**config.mk**
```make
export PLATFORM = sky130hd
export DESIGN_NAME = fm7_sub_busctl_flat
export DESIGN_NICKNAME = d
export VERILOG_FILES = /design/src/rtl/fm7_sub_busctl_if.sv /design/src/rtl/fm7_sub_busctl.sv /design/src/flat_wrapper.sv
export SDC_FILE = /design/constraint.sdc
export NUM_CORES = 1
export LEC_CHECK = 0
export ABC_AREA = 1
export CAP_MARGIN = 20
export CORE_ASPECT_RATIO = 1.4
export CORE_UTILIZATION = 42
export CTS_CLUSTER_SIZE = 28
export DETAILED_ROUTE_END_ITERATION = 8
export PLACE_DENSITY = 0.74
export SLEW_MARGIN = 5
export SYNTH_ARGS = -nofsm -noshare
export SYNTH_HDL_FRONTEND = slang
export SYNTH_SLANG_ARGS = --single-unit
```
**constraint.sdc**
```tcl
create_clock -name CLKSYS -period 1.75 [get_ports CLKSYS]
set_input_delay 0.35 -clock CLKSYS [delete_from_list [all_inputs] [get_ports CLKSYS]]
set_output_delay 0.35 -clock CLKSYS [all_outputs]
set_load 0.005 [all_outputs]
```
**src/rtl/fm7_sub_busctl_if.sv**
```systemverilog
// Sub-system bus bundle between the display sub-CPU side and fm7_sub_busctl.
interface fm7_sub_busctl_if;
    logic [15:0] SADDRBUS;
    logic        SRW;
    logic        SBA;
    logic        SBS;
    logic        MHALTREQ;
    logic        SE;
    logic        SQ;
    logic        SHALTn;
    logic        SHALTACK;
    logic        SRAM1CSn;
    logic        SRAM2CSn;
    logic        SSHRCSn;
    logic        SIOCSn;
    logic        SROMDn;
    logic        SROMSELn;
    logic        SVRAMCSn;
    logic        SRDQEn;
    logic        SWTQEn;
    logic        SCYCEND;
    logic [1:0]  dbg_halt_state;
    logic [1:0]  dbg_phase;

    // Halt handshake: MHALTREQ is a level request; SHALTn drops at the E fall that
    // sees it, SHALTACK rises only once BA=BS=1 has been seen at a later E fall, and
    // both release together at the E fall after MHALTREQ goes low.
    modport master (
        output SADDRBUS, SRW, SBA, SBS, MHALTREQ,
        input  SE, SQ, SHALTn, SHALTACK,
        input  SRAM1CSn, SRAM2CSn, SSHRCSn, SIOCSn, SROMDn, SROMSELn, SVRAMCSn,
        input  SRDQEn, SWTQEn, SCYCEND, dbg_halt_state, dbg_phase
    );

    modport slave (
        input  SADDRBUS, SRW, SBA, SBS, MHALTREQ,
        output SE, SQ, SHALTn, SHALTACK,
        output SRAM1CSn, SRAM2CSn, SSHRCSn, SIOCSn, SROMDn, SROMSELn, SVRAMCSn,
        output SRDQEn, SWTQEn, SCYCEND, dbg_halt_state, dbg_phase
    );
endinterface

```
**src/rtl/fm7_sub_busctl.sv**
```systemverilog
// FM-7 sub-CPU bus controller: E/Q generation, per-cycle address decode into
// registered chip selects/strobes, and the main-CPU halt handshake.
module fm7_sub_busctl #(
    parameter int unsigned PHASE_LEN = 2
) (
    input  logic            CLKSYS,
    input  logic            RST,
    fm7_sub_busctl_if.slave bus
);
    typedef enum logic [1:0] {
        RUN    = 2'd0,
        REQ    = 2'd1,
        HALTED = 2'd2
    } halt_state_t;

    localparam logic [3:0] SUB_LAST = 4'(PHASE_LEN - 1);

    // Select vector order: {vram, romsel, romd, io, shr, ram2, ram1}, active high.
    function automatic logic [6:0] decode(input logic [15:0] a);
        logic [6:0] s;
        s = 7'd0;
        if (a < 16'hC000)      s[6] = 1'b1;
        else if (a < 16'hC800) s[0] = 1'b1;
        else if (a < 16'hD000) s[1] = 1'b1;
        else if (a < 16'hD380) s = 7'd0;
        else if (a < 16'hD400) s[2] = 1'b1;
        else if (a < 16'hD800) s[3] = 1'b1;
        else if (a < 16'hE000) s[4] = 1'b1;
        else                   s[5] = 1'b1;
        return s;
    endfunction

    halt_state_t state_q, state_n;
    logic [3:0]  sub_q, sub_n;
    logic [1:0]  phase_q, phase_n;
    logic [15:0] addr_q, addr_src;
    logic        rw_q, rw_src;
    logic        sub_wrap, sample, cyc_last, window_n;
    logic [6:0]  sel_n;
    logic        rd_n, wr_n, cycend_n;
    logic        se_q, sq_q, shaltn_q, shaltack_q, rdn_q, wrn_q, cycend_q;
    logic [6:0]  csn_q;

    // Everything below looks one clock ahead so every output comes straight off a flop.
    always_comb begin
        sub_wrap = (sub_q == SUB_LAST);
        sub_n    = sub_wrap ? 4'd0 : sub_q + 4'd1;
        phase_n  = sub_wrap ? phase_q + 2'd1 : phase_q;
        sample   = (phase_q == 2'd1) && (sub_q == 4'd0);
        cyc_last = (phase_q == 2'd3) && sub_wrap;
        addr_src = sample ? bus.SADDRBUS : addr_q;
        rw_src   = sample ? bus.SRW : rw_q;
        window_n = ((phase_n == 2'd1) && (sub_n != 4'd0)) || phase_n[1];
        sel_n    = (window_n && (state_q != HALTED)) ? decode(addr_src) : 7'd0;
        rd_n     = (|sel_n) && rw_src && phase_n[1];
        wr_n     = (|sel_n) && !rw_src && (phase_n == 2'd3);
        cycend_n = (phase_n == 2'd3) && (sub_n == SUB_LAST);
    end

    always_comb begin
        state_n = state_q;
        if (cyc_last) begin
            case (state_q)
                RUN:     if (bus.MHALTREQ) state_n = REQ;
                REQ:     if (!bus.MHALTREQ) state_n = RUN;
                         else if (bus.SBA && bus.SBS) state_n = HALTED;
                HALTED:  if (!bus.MHALTREQ) state_n = RUN;
                default: state_n = RUN;
            endcase
        end
    end

    always_ff @(posedge CLKSYS) begin
        if (RST) begin
            sub_q      <= 4'd0;
            phase_q    <= 2'd0;
            state_q    <= RUN;
            addr_q     <= 16'd0;
            rw_q       <= 1'b1;
            se_q       <= 1'b0;
            sq_q       <= 1'b0;
            shaltn_q   <= 1'b1;
            shaltack_q <= 1'b0;
            csn_q      <= 7'h7F;
            rdn_q      <= 1'b1;
            wrn_q      <= 1'b1;
            cycend_q   <= 1'b0;
        end else begin
            sub_q      <= sub_n;
            phase_q    <= phase_n;
            state_q    <= state_n;
            if (sample) begin
                addr_q <= bus.SADDRBUS;
                rw_q   <= bus.SRW;
            end
            se_q       <= phase_n[1];
            sq_q       <= phase_n[1] ^ phase_n[0];
            shaltn_q   <= (state_n == RUN);
            shaltack_q <= (state_n == HALTED);
            csn_q      <= ~sel_n;
            rdn_q      <= ~rd_n;
            wrn_q      <= ~wr_n;
            cycend_q   <= cycend_n;
        end
    end

    assign bus.SE             = se_q;
    assign bus.SQ             = sq_q;
    assign bus.SHALTn         = shaltn_q;
    assign bus.SHALTACK       = shaltack_q;
    assign bus.SRAM1CSn       = csn_q[0];
    assign bus.SRAM2CSn       = csn_q[1];
    assign bus.SSHRCSn        = csn_q[2];
    assign bus.SIOCSn         = csn_q[3];
    assign bus.SROMDn         = csn_q[4];
    assign bus.SROMSELn       = csn_q[5];
    assign bus.SVRAMCSn       = csn_q[6];
    assign bus.SRDQEn         = rdn_q;
    assign bus.SWTQEn         = wrn_q;
    assign bus.SCYCEND        = cycend_q;
    assign bus.dbg_halt_state = state_q;
    assign bus.dbg_phase      = phase_q;
endmodule

```
**src/flat_wrapper.sv**
```systemverilog
// flat-port wrapper written by rule: the top's interface ports become plain ports
module fm7_sub_busctl_flat 
#(
    parameter int unsigned PHASE_LEN = 2
)
  (CLKSYS, RST, bus_SADDRBUS, bus_SRW, bus_SBA, bus_SBS, bus_MHALTREQ, bus_SE, bus_SQ, bus_SHALTn, bus_SHALTACK, bus_SRAM1CSn, bus_SRAM2CSn, bus_SSHRCSn, bus_SIOCSn, bus_SROMDn, bus_SROMSELn, bus_SVRAMCSn, bus_SRDQEn, bus_SWTQEn, bus_SCYCEND, bus_dbg_halt_state, bus_dbg_phase);
  fm7_sub_busctl_if bus_i ();
  input  logic CLKSYS;
  input  logic RST;
  input wire logic [$bits(bus_i.SADDRBUS)-1:0] bus_SADDRBUS;
  input wire logic [$bits(bus_i.SRW)-1:0] bus_SRW;
  input wire logic [$bits(bus_i.SBA)-1:0] bus_SBA;
  input wire logic [$bits(bus_i.SBS)-1:0] bus_SBS;
  input wire logic [$bits(bus_i.MHALTREQ)-1:0] bus_MHALTREQ;
  output wire logic [$bits(bus_i.SE)-1:0] bus_SE;
  output wire logic [$bits(bus_i.SQ)-1:0] bus_SQ;
  output wire logic [$bits(bus_i.SHALTn)-1:0] bus_SHALTn;
  output wire logic [$bits(bus_i.SHALTACK)-1:0] bus_SHALTACK;
  output wire logic [$bits(bus_i.SRAM1CSn)-1:0] bus_SRAM1CSn;
  output wire logic [$bits(bus_i.SRAM2CSn)-1:0] bus_SRAM2CSn;
  output wire logic [$bits(bus_i.SSHRCSn)-1:0] bus_SSHRCSn;
  output wire logic [$bits(bus_i.SIOCSn)-1:0] bus_SIOCSn;
  output wire logic [$bits(bus_i.SROMDn)-1:0] bus_SROMDn;
  output wire logic [$bits(bus_i.SROMSELn)-1:0] bus_SROMSELn;
  output wire logic [$bits(bus_i.SVRAMCSn)-1:0] bus_SVRAMCSn;
  output wire logic [$bits(bus_i.SRDQEn)-1:0] bus_SRDQEn;
  output wire logic [$bits(bus_i.SWTQEn)-1:0] bus_SWTQEn;
  output wire logic [$bits(bus_i.SCYCEND)-1:0] bus_SCYCEND;
  output wire logic [$bits(bus_i.dbg_halt_state)-1:0] bus_dbg_halt_state;
  output wire logic [$bits(bus_i.dbg_phase)-1:0] bus_dbg_phase;
  assign bus_i.SADDRBUS = bus_SADDRBUS;
  assign bus_i.SRW = bus_SRW;
  assign bus_i.SBA = bus_SBA;
  assign bus_i.SBS = bus_SBS;
  assign bus_i.MHALTREQ = bus_MHALTREQ;
  assign bus_SE = bus_i.SE;
  assign bus_SQ = bus_i.SQ;
  assign bus_SHALTn = bus_i.SHALTn;
  assign bus_SHALTACK = bus_i.SHALTACK;
  assign bus_SRAM1CSn = bus_i.SRAM1CSn;
  assign bus_SRAM2CSn = bus_i.SRAM2CSn;
  assign bus_SSHRCSn = bus_i.SSHRCSn;
  assign bus_SIOCSn = bus_i.SIOCSn;
  assign bus_SROMDn = bus_i.SROMDn;
  assign bus_SROMSELn = bus_i.SROMSELn;
  assign bus_SVRAMCSn = bus_i.SVRAMCSn;
  assign bus_SRDQEn = bus_i.SRDQEn;
  assign bus_SWTQEn = bus_i.SWTQEn;
  assign bus_SCYCEND = bus_i.SCYCEND;
  assign bus_dbg_halt_state = bus_i.dbg_halt_state;
  assign bus_dbg_phase = bus_i.dbg_phase;
  fm7_sub_busctl #(.PHASE_LEN(PHASE_LEN)) u_core (.CLKSYS(CLKSYS), .RST(RST), .bus(bus_i));
endmodule
```
==> metrics.cfg, run 1 <==
[detailed_routing]
route.met2.wl_mm = 1.76
drt_iter0_markers = 11
via_per_inst = 4.68
drc = 0
top_layer = met4
wl_met1_mm = 1.25
routed_wl_mm = 3.18
vias = 1254
dr.pass1.iters = 4
drtAntennaViolNets = 0
routedWlPerCell_um = 11.9
wl_met3_um = 106

[clock_network]
root_buffer = clkbuf_8
max-clock-path-buffers = 2
cts_tree = done
clkTransAtPathRegs_ns = 0.07
clk_latency_ns = 0.28
postCtsHoldBufs = 0
cts_sinks = 31
htreeDepth = 2
cts_inserted_buffers = 5

[timing]
fin_crit_sh = 0.969
holdWs_ns = 0.467
min_period_ns = 1.70
worst_slew_pin_slew_ns = 0.306
rsz0062_at_grt = true
fmax_mhz = 590
hold_viol = 0
fin_skew_ns = 0.00885
finalMaxSlewViolations = 0
setup_violations = 0
setup_ws_ns = 0.0543
slew_headroom = 0.791

[synth]
synthTopCellsByArea = dfxtp_1, nand2_1, inv_1
yosysTopAreaCell = dfxtp_1
avgSynthCellArea_um2 = 8.18
synthesis.nets = 197
synth-seq-area-share = 0.444
ys_types = 29
netlist_area_mm2 = 0.00140
synth_seq_cells = 31
syn_inst = 171
yosysWarnings = 0
post-synth-top-area-fraction = 0.444

[setup_path]
critPathRequiredTime_ns = 1.92
cp_top_family = simple AND/OR/NAND/NOR gates
crit_buf_inv = 2
ff2ff_path_depth = 12
start_kind = register
end_kind = register
crit_path_max_incr_delay_ns = 0.35
worst_path_max_delay_cell = dfxtp_2
worstPathArrival_ns = 1.87
path_class = register to register
critical_path.startpoint = u_core.sub_q[3]
crit_chain = nor2_4 -> buf_6 -> nand3_4 -> buf_6 -> nand2_4 -> nand2_4 -> nor2_8 -> nand3_2 -> nor2_2 -> nand2_1 -> nand3_2 -> nand2_1
worstSetupPathDepth = 12
r2r_start = u_core.sub_q[3]
crit_path_max_fanout = 7

[worst_hold_path]
hold_class = register to register
hold_start = u_core.addr_q[7]
holdPathStages = 2

[cells_and_area]
insertedDiodeCount = 0
drive_gt1_frac = 0.293
finalNonFillerCells = 268
nets = 255
syn_to_final_growth_pct = 51.3

[floorplan]
boundaryPins = 40
die_w_um = 50.8
coreArea_mm2 = 0.00315
die-area_mm2 = 0.00357
row_count = 24
die_h_um = 70.3
initial_core_util = 0.444

[global_route]
antenna_found_initial = 0
grtUsageTotal = 0.186
grt_pass1_wl_mm = 4.84
grt.overflow.total = 0
grt_max_degree = 20
grt_pass1_vias = 1153

[placement]
io_buffers = 32
dp_slack_ns = -0.0392
gp_congestion = 0.775
placed_cells = 256
dp_hpwl_mm = 2.08

[pwr]
p_per_area_mw_per_mm2 = 879
vdd.ir_drop.worst_uv = 596
power_leakage_nw = 0.918

[outcome]
outcome = complete, no violations

[flow_run]
cap_violations = 0

## registers in the layout (all words and copies together), names as in the netlist
signal and cells:
u_core.bus.SRDQEn 1, u_core.bus.SHALTn 1, u_core.addr_q 9, u_core.bus.SHALTACK 1
u_core.csn_q 7, u_core.bus.SQ 1, u_core.bus.dbg_phase 1, u_core.bus.dbg_halt_state 2
u_core.bus.SWTQEn 1, u_core.bus.SCYCEND 1, u_core.rw_q 1, u_core.bus.SE 1
u_core.sub_q 4
## power breakdown
group,total [W],switching [W],leakage [nW],internal (W)
Clock,0.000672,0.000255,0.0513,0.000417
Sequential,0.000756,0.0000144,0.254,0.000742
Combinational,0.000433,0.000214,0.613,0.000220
Total,0.00186,0.000483,0.918,0.00138
## layout make-up
class | count | area (um2)
clock buffers | 6 | 72.6
clock inverters | 1 | 30.0
fillers | 275 | 1040
inverters | 26 | 97.6
multi-input cells | 109 | 731
flip-flops and latches | 31 | 626
well taps | 39 | 48.8
repair buffers | 56 | 512
## synthesized netlist by cell type, drive strengths merged
cell type  number
mux2i           1
clkbuf          2
a2111oi         1
nor2           26
dfxtp          31
inv            25
nand3          16
nand2          32
ha              4
o21ai           8
o21a            2
xor2            1
buf             3
nor3            5
nand4           8
a21oi           4
o21bai          1
clkinv          1
## path summary, 6_finish.rpt
kind	slack, ns	endpoint
worst max-delay path	0.05	u_core.bus.SRDQEn
worst min register to register	0.47	u_core.addr_q[7]
worst min-delay path	0.47	u_core.addr_q[7]
worst max register to register	0.05	u_core.bus.SRDQEn
## tightest hold or removal path: stages (launching register included)
cell and delay (ns):
dfxtp_1 0.30, nand2_1 0.07, a21oi_1 0.05
## stage by stage
| step | area (um2) | power [W] | util | TNS [ns] |
|---|---|---|---|---|
| floorplan | 1400 | 0.000975 | - | 0 |
| global placement | 1880 | 0.00113 | 0.595 | -0.0581 |
| detailed placement | 1880 | 0.00113 | 0.595 | -0.0746 |
| CTS | 1990 | 0.00181 | 0.630 | 0 |
| global route | 2120 | 0.00195 | 0.671 | -0.146 |
| finish | 2120 | 0.00186 | 0.671 | 0 |
## repair_timing
action | 4_1_cts | 5_1_grt
buffers inserted | 0 | 5
resized for setup | 1 | 29
endpoints found under the setup margin | 6 | 9
pin swaps | 1 | 12
## layout by cell type, fill, tap and decap left out, types with 2 or more instances in the layout
cell,instances
nor2_1,18
nand2_4,5
o21a_1,2
nand2_1,24
clkdlybuf4s50_1,32
dfxtp_1,27
inv_1,20
nand3_2,3
inv_2,5
clkbuf_8,5
nand4_1,8
buf_4,21
nand3_1,12
nor3_1,5
nor2_4,4
dfxtp_2,4
o21ai_0,3
ha_1,2
nor2_2,3
o21ai_4,3
nand2_2,3
a21oi_1,4
buf_6,3
## routing by layer
layer  up-vias  global-route usage
met5         -                   0
li1        662                   -
met2        23               0.339
met3         6              0.0523
met4         0               0.102
met1       563               0.182
## logic make-up (layout without fill, tap and decap cells)
group                      after synthesis  count (layout)  share of synthesized area
AOI/OAI and AO/OA                       16              16                     0.0868
buffers and inverters                   31              89                     0.0939
muxes                                    1               1                    0.00716
xor gates and xnor gates                 1               1                    0.00626
DFF                                     31              31                      0.444
and+or+nand+nor                         87              87                      0.326
adders and majority gates                4               4                     0.0358
Note: power is estimated with default switching activity, not from simulation.
==> inputs of run 2 (changes only) <==
- PLACE_DENSITY: 0.74 -> 0.75
==> run 2 against run 1 <==
  * Sequential share of layout area grew 0.54 points
  * Count of clock-buffer cells in the layout is the same
  * Global-route usage fell by 0.44 points
  * Hold slack better by 0.0016 ns
  * Core utilization shrank 1.1 points
  * Critical path depth up 1
  * Final area shrank 1.6%
  * Setup slack better by 0.0078 ns
  * Critical endpoint unchanged
==> metrics.cfg, run 2 (synthesis results as in run 1) <==
[detailed_routing]
dr.pass1.iters = 4
drtAntennaViolNets = 0
drc = 0
via_per_inst = 4.70
vias = 1256
routedWlPerCell_um = 10.9
drt_iter0_markers = 45
routed_wl_mm = 2.92

[cells_and_area]
reg_top3 = u_core.addr_q: 9 flops, u_core.csn_q: 7 flops, u_core.sub_q: 4 flops
nets = 254
insertedDiodeCount = 0
regMostFlops = u_core.addr_q
n_fill_cell = 267
layout_common_cells = clkdlybuf4s50_1, dfxtp_1, inv_1
drive_gt1_frac = 0.272
largest_reg_flops = 9
layout.cells.most_common = clkdlybuf4s50_1
finalNonFillerCells = 267
syn_to_final_growth_pct = 48.9

[global_route]
grtUsageTotal = 0.182
grt_max_degree = 10
grt.overflow.total = 0
antenna_found_initial = 0
grt_pass1_vias = 1159
grt_pass1_wl_mm = 4.75

[placement]
io_buffers = 32
gp_congestion = 0.816
dp_slack_ns = -0.0380
dp_hpwl_mm = 2.12
placed_cells = 254

[clock_network]
cts_sinks = 31
clk_latency_ns = 0.28
cts_inserted_buffers = 5
htreeDepth = 2
root_buffer = clkbuf_8
cts_tree = done
clkTransAtPathRegs_ns = 0.06
max-clock-path-buffers = 2

[timing]
slew_headroom = 0.775
setup_ws_ns = 0.0621
fin_skew_ns = 0.00647
hold_viol = 0
setup_violations = 0
rsz0062_at_grt = true
min_period_ns = 1.69
fin_crit_sh = 0.965
worst_slew_pin_slew_ns = 0.328
finalMaxSlewViolations = 0
fmax_mhz = 592

[outcome]
outcome = complete, no violations

[setup_path]
start_kind = register
reg2reg_slack_ns = 0.06
crit_path_max_fanout = 4
critPathRequiredTime_ns = 1.92
end_kind = register
ff2ff_path_depth = 13
r2r_start = u_core.sub_q[0]
r2r_end = u_core.bus.SRDQEn
path_class = register to register
worstPathArrival_ns = 1.86

[pwr]
p_per_area_mw_per_mm2 = 827
vdd.ir_drop.worst_uv = 549
power_leakage_nw = 0.913

[floorplan]
row_count = 24
die_w_um = 50.8
boundaryPins = 40
die_h_um = 70.3
die-area_mm2 = 0.00357
coreArea_mm2 = 0.00315
initial_core_util = 0.444

[worst_hold_path]
hold_class = register to register
hold_start = u_core.addr_q[8]
holdPathStages = 2
holdPathEnd = u_core.addr_q[8]

[flow_run]
cap_violations = 0

==> run 2: cell count changes in the layout (fill, tap and decap cells not counted), sizes merged <==
cell    change
buf         -1
bufinv      -1
clkinv      +1
==> run 2: where the power goes <==
group / leakage (nW) / internal, W / total (W) / switching (W)
Combinational: 0.612 / 0.000208 / 0.000416 / 0.000208
Clock: 0.0470 / 0.000308 / 0.000556 / 0.000249
Sequential: 0.254 / 0.000740 / 0.000751 / 0.0000111
==> run 2: worst max-delay path, cell delays in order (launching register included) <==
cell     delay [ns]
dfxtp_1        0.33
buf_4          0.13
nor2_4         0.05
buf_4          0.14
buf_4          0.13
nand4_1        0.09
nand2_2        0.08
nor2_4         0.15
buf_4          0.15
nand3_1        0.07
nand2_1        0.09
nand2_1        0.07
nand3_2        0.06
nand2_1        0.04
==> run 2: routing by layer <==
layer,track usage,vias up,routed length [um]
met5,0,-,0
met4,0.0710,0,44
met1,0.191,569,1120
li1,-,656,-
met2,0.321,25,1640
met3,0.0654,6,117
==> run 2: final cells by class <==
type	count	area, um2	share of cell area
Clock buffer	6	82.6	0.0396
Sequential cell	31	627	0.301
Timing Repair Buffer	55	504	0.242
Inverter	26	97.6	0.0468
Multi-Input combinational cell	109	718	0.345
Clock inverter	1	5.00	0.00240
Tap cell	39	48.8	0.0234
==> run 2: through the flow <==
stage	utilization	power [W]	instance area, um2	hold slack (ns)	setup TNS, ns
3_3_place_gp	0.590	0.00112	1860	0.455	-0.0260
2_1_floorplan	-	0.000975	1400	0.446	0
5_1_grt	0.661	0.00181	2080	0.500	-0.144
4_1_cts	0.618	0.00169	1950	0.469	0
3_5_place_dp	0.590	0.00112	1860	0.459	-0.0701
6_report	0.661	0.00172	2080	0.468	0
==> run 2: what timing repair did <==
| item | in CTS | in global routing |
|---|---|---|
| buffers inserted | 0 | 6 |
| setup endpoints to repair | 0 | 9 |
| gates resized for setup | 0 | 25 |
| hold buffers | 0 | 0 |
==> run 2: worst max path at each step <==
stage | end | slack [ns] | start | cells after the start
after floorplan | u_core.bus.SRDQEn | 0.02 | u_core.sub_q[2] | 13
after global placement | u_core.bus.SRDQEn | -0.02 | bus_SADDRBUS[14] | 10
after detailed placement | u_core.bus.SRDQEn | -0.04 | bus_SADDRBUS[14] | 10
after CTS | u_core.bus.SRDQEn | 0.008 | u_core.sub_q[2] | 12
after global routing | u_core.bus.SRDQEn | -0.05 | u_core.sub_q[3] | 12
final | u_core.bus.SRDQEn | 0.06 | u_core.sub_q[0] | 13
